==> config.mk <==
export PLATFORM = sky130hd
export DESIGN_NAME = fpnew_lane_iter_div
export DESIGN_NICKNAME = d
export VERILOG_FILES = /design/src/rtl/fpnew_lane_iter_div.sv
export SDC_FILE = /design/constraint.sdc
export NUM_CORES = 1
export LEC_CHECK = 0
export BUFFER_PORTS_ARGS = -buffer_cell sky130_fd_sc_hd__buf_2
export CAP_MARGIN = 5
export CORE_MARGIN = 2
export CORE_UTILIZATION = 56
export DETAILED_ROUTE_END_ITERATION = 6
export HOLD_SLACK_MARGIN = 0.12
export PLACE_DENSITY = 0.72
export SETUP_SLACK_MARGIN = 0.1
export SYNTH_ARGS = -nofsm -noshare
export SYNTH_HDL_FRONTEND = slang
export SYNTH_SLANG_ARGS = --single-unit
==> constraint.sdc <==
create_clock -name clk_i -period 65.9 [get_ports clk_i]
set_clock_uncertainty 0.1 [all_clocks]
set_input_delay 16.475 -clock clk_i [delete_from_list [all_inputs] [get_ports clk_i]]
set_output_delay 16.475 -clock clk_i [all_outputs]
set_load 0.005 [all_outputs]
==> src/rtl/fpnew_lane_iter_div.sv <==
// Iterative restoring mantissa divider for one FP lane.
// Produces quot = floor(a * 2^(WIDTH+1) / b) (low QBITS bits) one bit per
// cycle, MSB first, plus a sticky bit for a nonzero remainder and a
// zero-divisor flag. Results live in dedicated output registers that only
// change on completion, on a zero-divisor start, or on reset.
module fpnew_lane_iter_div #(
    parameter  int unsigned WIDTH = 24,
    localparam int unsigned QBITS = WIDTH + 2
) (
    input  logic             clk_i,
    input  logic             rst_i,
    input  logic             fsm_start_i,
    input  logic             fsm_kill_i,
    input  logic             lane_en_i,
    input  logic [WIDTH-1:0] dividend_i,
    input  logic [WIDTH-1:0] divisor_i,
    output logic             fsm_ready_o,
    output logic             busy_o,
    output logic [QBITS-1:0] quot_o,
    output logic             sticky_o,
    output logic             div_zero_o
);

    localparam int unsigned    CW       = $clog2(QBITS);
    localparam logic [CW-1:0]  LAST_CNT = CW'(QBITS - 1);

    typedef enum logic [1:0] {
        IDLE = 2'd0,
        RUN  = 2'd1,
        DONE = 2'd2
    } state_e;

    state_e             state_q, state_d;
    logic [CW-1:0]      cnt_q, cnt_d;
    logic [WIDTH:0]     rem_q, rem_d;
    logic [WIDTH-1:0]   div_q, div_d;
    logic               lsb_q, lsb_d;
    logic [QBITS-1:0]   work_q, work_d;
    logic [QBITS-1:0]   quot_q, quot_d;
    logic               sticky_q, sticky_d;
    logic               dz_q, dz_d;

    logic               div_is_zero_s;
    logic [WIDTH-1:0]   half_s;
    logic [WIDTH:0]     rem_init_s;
    logic [WIDTH:0]     trial_s;
    logic               ge_s;
    logic [WIDTH:0]     rem_step_s;
    logic [QBITS-1:0]   qword_s;

    // Start-time preparation and one restoring-division step.
    // Quotient bits above the kept window come from floor(a/2) / b; only the
    // remainder of that part matters for the kept bits, so the iteration is
    // seeded with floor(a/2) mod b and the dividend LSB is shifted in on the
    // first step. The remainder then always stays below b.
    always_comb begin
        div_is_zero_s = (divisor_i == {WIDTH{1'b0}});
        half_s        = {1'b0, dividend_i[WIDTH-1:1]};
        if (div_is_zero_s) begin
            rem_init_s = {(WIDTH+1){1'b0}};
        end else begin
            rem_init_s = {1'b0, half_s % divisor_i};
        end
        trial_s = {rem_q[WIDTH-1:0], (cnt_q == {CW{1'b0}}) ? lsb_q : 1'b0};
        ge_s    = (trial_s >= {1'b0, div_q});
        if (ge_s) begin
            rem_step_s = trial_s - {1'b0, div_q};
        end else begin
            rem_step_s = trial_s;
        end
        qword_s = {work_q[QBITS-2:0], ge_s};
    end

    // Next-state and datapath next values; kill beats start, start beats iteration.
    always_comb begin
        state_d  = state_q;
        cnt_d    = cnt_q;
        rem_d    = rem_q;
        div_d    = div_q;
        lsb_d    = lsb_q;
        work_d   = work_q;
        quot_d   = quot_q;
        sticky_d = sticky_q;
        dz_d     = dz_q;
        if (fsm_kill_i) begin
            state_d = IDLE;
        end else if (fsm_start_i) begin
            div_d  = divisor_i;
            lsb_d  = dividend_i[0];
            rem_d  = rem_init_s;
            cnt_d  = {CW{1'b0}};
            work_d = {QBITS{1'b0}};
            if (!lane_en_i) begin
                state_d = DONE;
            end else if (div_is_zero_s) begin
                state_d  = DONE;
                quot_d   = {QBITS{1'b1}};
                sticky_d = 1'b0;
                dz_d     = 1'b1;
            end else begin
                state_d = RUN;
            end
        end else begin
            case (state_q)
                IDLE: begin
                    state_d = IDLE;
                end
                RUN: begin
                    rem_d  = rem_step_s;
                    work_d = qword_s;
                    cnt_d  = cnt_q + CW'(1);
                    if (cnt_q == LAST_CNT) begin
                        state_d  = DONE;
                        quot_d   = qword_s;
                        sticky_d = (rem_step_s != {(WIDTH+1){1'b0}});
                        dz_d     = 1'b0;
                    end else begin
                        state_d = RUN;
                    end
                end
                DONE: begin
                    state_d = DONE;
                end
                default: begin
                    state_d = IDLE;
                end
            endcase
        end
    end

    // State and datapath registers with synchronous reset.
    always_ff @(posedge clk_i) begin
        if (rst_i) begin
            state_q  <= IDLE;
            cnt_q    <= {CW{1'b0}};
            rem_q    <= {(WIDTH+1){1'b0}};
            div_q    <= {WIDTH{1'b0}};
            lsb_q    <= 1'b0;
            work_q   <= {QBITS{1'b0}};
            quot_q   <= {QBITS{1'b0}};
            sticky_q <= 1'b0;
            dz_q     <= 1'b0;
        end else begin
            state_q  <= state_d;
            cnt_q    <= cnt_d;
            rem_q    <= rem_d;
            div_q    <= div_d;
            lsb_q    <= lsb_d;
            work_q   <= work_d;
            quot_q   <= quot_d;
            sticky_q <= sticky_d;
            dz_q     <= dz_d;
        end
    end

    assign fsm_ready_o = (state_q == DONE);
    assign busy_o      = (state_q == RUN);
    assign quot_o      = quot_q;
    assign sticky_o    = sticky_q;
    assign div_zero_o  = dz_q;

endmodule

==> results.yml <==
status:
  status: "finished clean"
timing:
  fin_tns_setup_ps: 0
  finalMaxSlewViolations: 0
  max-slew-margin-rel_pct: 20.4
  final.setup.worst_slack_ps: 2070
  max_slew.worst_pin.slew_ps: 1190
  min_period_ps: 63830
  fmax_ghz: 0.0157
  finalHoldViolations: 0
  period_share_pct: 96.9
  setup_violations: 0
synthesis:
  yosys_warnings: 0
  synth_flop_cell: "dfxtp_1"
  synth_edf_count: 0
  synth_area_leaders: "ha_1 (18%), dfxtp_1 (9.4%), a21oi_1 (6.6%)"
  syn_nets: 3776
  syn_area_mm2: 0.0233
  synth_seq_cells: 109
  synth_top_area_share_pct: 17.7
  synth_area_per_cell_um2: 6.87
  seq_area_frac_synth_pct: 9.37
  synth_top_cell_by_area: "ha_1"
  async_flop_share_pct: 0
  synthCells: 3391
  synth_cell_types: 97
drt:
  vias: 28000
  dr.pass1.iters: 6
  drtAntennaViolNets: 0
  drc_errors: 0
  wl_per_cell_um: 23.6
  drt_iter0_markers: 3283
  vias_per_cell: 6.96
  totalWireLength_mm: 94.8
pwr:
  clock_power_share_pct: 14.4
  power.switching_mw: 0.198
  cell_internal_pwr_mw: 0.202
  seqPwrFrac_pct: 18.0
  vdd_drop_max_mv: 0.0145
  leakagePower_nw: 11.3
  power_mw: 0.401
  pwr-share-comb_pct: 67.6
  powerDensity_mw_per_mm2: 15.7
  switching_share_pct: 49.5
worst_setup_path:
  critPathLaunchType: "primary input"
  critPathMaxFanout: 19
  crit_path_top_delay_cell: "a2111oi_4"
  arrival_ps: 63970
  worst_path_most_repeated_cell: "ha_1"
  max_stage_delay_ps: 550
  cp.required_ps: 66040
  path_class: "primary input to flop"
  endpoint_kind: "flop"
placement:
  hpwl_mm: 73.9
  io_buffers: 82
  place_area_mm2: 0.0247
  dp_slack_ps: -2270
  gp_congestion: 1.11
finish:
  areaGrowthSynthToFinish_pct: 9.78
  stdcell_area_mm2: 0.0256
  utilization_pct: 62.5
  layout-drive-gt1-share_pct: 11.6
  num-nets-final: 3869
clock_tree:
  cts_tree: "yes"
  cts_max_path_buffers: 2
  clkLatencyLatePin_ps: 370
  cts_buffers: 9
  hold_buffers: 0
  clkTransAtPathRegs_ps: 80
  root_buffer: "clkbuf_16"
  cts_sinks: 109
  cts_max_level: 3
floorplanning:
  rows: 74
  core_area_mm2: 0.0409
  ios: 83
  die_x_um: 208
  die_h_um: 208
  start_util_pct: 56.9
  dieArea_mm2: 0.0432
flow_run:
  maxCapViolCount: 0
grt:
  first_global_vias: 26200
  overflow: 0
  grt_pass1_wl_mm: 144
  grt_max_degree: 76
  track_usage_pct: 41.5
  antenna_found_initial: 2
hold_path:
  hold_class: "flop to flop"
-- kinds of logic after synthesis --
family,count (synthesis),synth area share [%]
buf+inv,287,4.71
xor+xnor,204,7.67
flops,109,9.37
fa+ha+maj,332,17.9
simple gates,1270,25.5
other cells,1,0.0161
compound gates,1121,31.8
mux,67,3.03
-- path summary, 6_finish.rpt --
check | start | endpoint | slack [ps] | cells after the start
max | divisor_i[0] | rem_q[16] | 2070 | 197
min | div_q[3] | div_q[3] | 360 | 2
max reg2reg | cnt_q[0] | rem_q[9] | 61210 | 18
min reg2reg | div_q[3] | div_q[3] | 360 | 2
-- placed cells by master, fill, tap and decap left out, types with 18 or more instances in the layout --
master	synthesis	layout
and3_1	20	19
nor4_1	32	29
mux2_2	27	27
nor2b_1	20	19
or3_1	40	40
a211o_1	18	18
nand2b_1	30	30
o21bai_1	27	27
xor2_1	70	70
mux2i_1	40	39
a21oi_1	309	297
a22oi_1	34	34
nor3_1	149	146
dfxtp_1	109	109
nor2_1	381	375
o21ai_0	211	194
ha_1	330	329
o31ai_1	30	24
nand4_1	33	33
a31oi_1	45	40
and2_1	21	18
xnor2_1	134	134
nand2_1	349	346
nand3_1	92	92
buf_2	4	81
o21a_1	68	67
a211oi_1	45	37
o211ai_1	46	46
inv_1	167	167
a21o_1	93	92
buf_4	0	116
or2_2	43	43
a31o_2	18	18
-- sequential cells by signal, indices dropped and copies added, names as in the netlist --
name	cells
state_q	2
quot_o	26
lsb_q	1
sticky_o	1
rem_q	24
div_q	24
div_zero_o	1
work_q	25
cnt_q	5
-- repair_timing --
| action | 4_1_cts | 5_1_grt |
|---|---|---|
| pin swaps | 1 | 11 |
| gates resized for setup | 15 | 88 |
| endpoints found under the setup margin | 24 | 24 |
| cloned | 0 | 1 |
| buffers inserted | 4 | 13 |
-- power by group through the flow --
stage | Clock (mW) | Combinational (mW) | Sequential [mW]
2_1_floorplan | 0 | 0.191 | 0.0719
3_3_place_gp | 0 | 0.249 | 0.0733
4_1_cts | 0.0582 | 0.256 | 0.0718
5_1_grt | 0.0607 | 0.293 | 0.0722
6_report | 0.0577 | 0.271 | 0.0720
3_5_place_dp | 0 | 0.254 | 0.0733
-- cells in the mapped netlist, types with 16 or more instances --
library cell    n
o211ai_1       46
nor2_1        381
o21ai_0       211
mux2_2         27
ha_1          330
nand2_1       349
xnor2_1       134
o21a_1         68
a22oi_1        34
nor3_1        149
a31oi_1        45
and2_1         21
a21o_1         93
mux2i_1        40
a211oi_1       45
a31o_2         18
o21bai_1       27
inv_1         167
nor4_1         32
xor2_1         70
o31ai_1        30
a21boi_0       16
a211o_1        18
dfxtp_1       109
or3_1          40
nand4_1        33
a21oi_1       309
or2_2          43
and3_1         20
nand2b_1       30
nor2b_1        20
clkbuf_1      103
nand3_1        92
-- metrics by stage --
step | hold slack [ps] | std cells
after CTS | 359 | 4007
after floorplan | 332 | 3391
after global placement | 343 | 3987
final | 357 | 4023
after detailed placement | 347 | 3987
after global routing | 376 | 4022
-- metal layers --
metal | vias to the layer above | track usage [%] | part of all wire [%]
li1 | 12800 | - | -
met1 | 13000 | 52.7 | 39
met2 | 1794 | 63.7 | 42
met3 | 482 | 8.38 | 11
met4 | 2 | 27.0 | 7.6
met5 | - | 0 | 0.012
-- final cells by class --
type	count	area [µm²]
Tap cell	532	666
Inverter	169	634
Multi-Input combinational cell	2996	20500
Sequential cell	109	2180
Antenna cell	2	5.00
Fill cell	3853	15400
Timing Repair Buffer	199	1310
Clock inverter	7	91.3
Clock buffer	9	225
-- worst max-delay path: cells and delay by family --
| family | cells | cell delay (ps) |
|---|---|---|
| AO/OA/AOI/OAI | 98 | 24450 |
| AND/OR/NAND/NOR | 53 | 10480 |
| buffers and inverters | 17 | 2690 |
| multiplexers | 6 | 2230 |
| adder cells (fa/ha/maj) | 23 | 7530 |
Note: power is estimated with default switching activity, not from simulation.
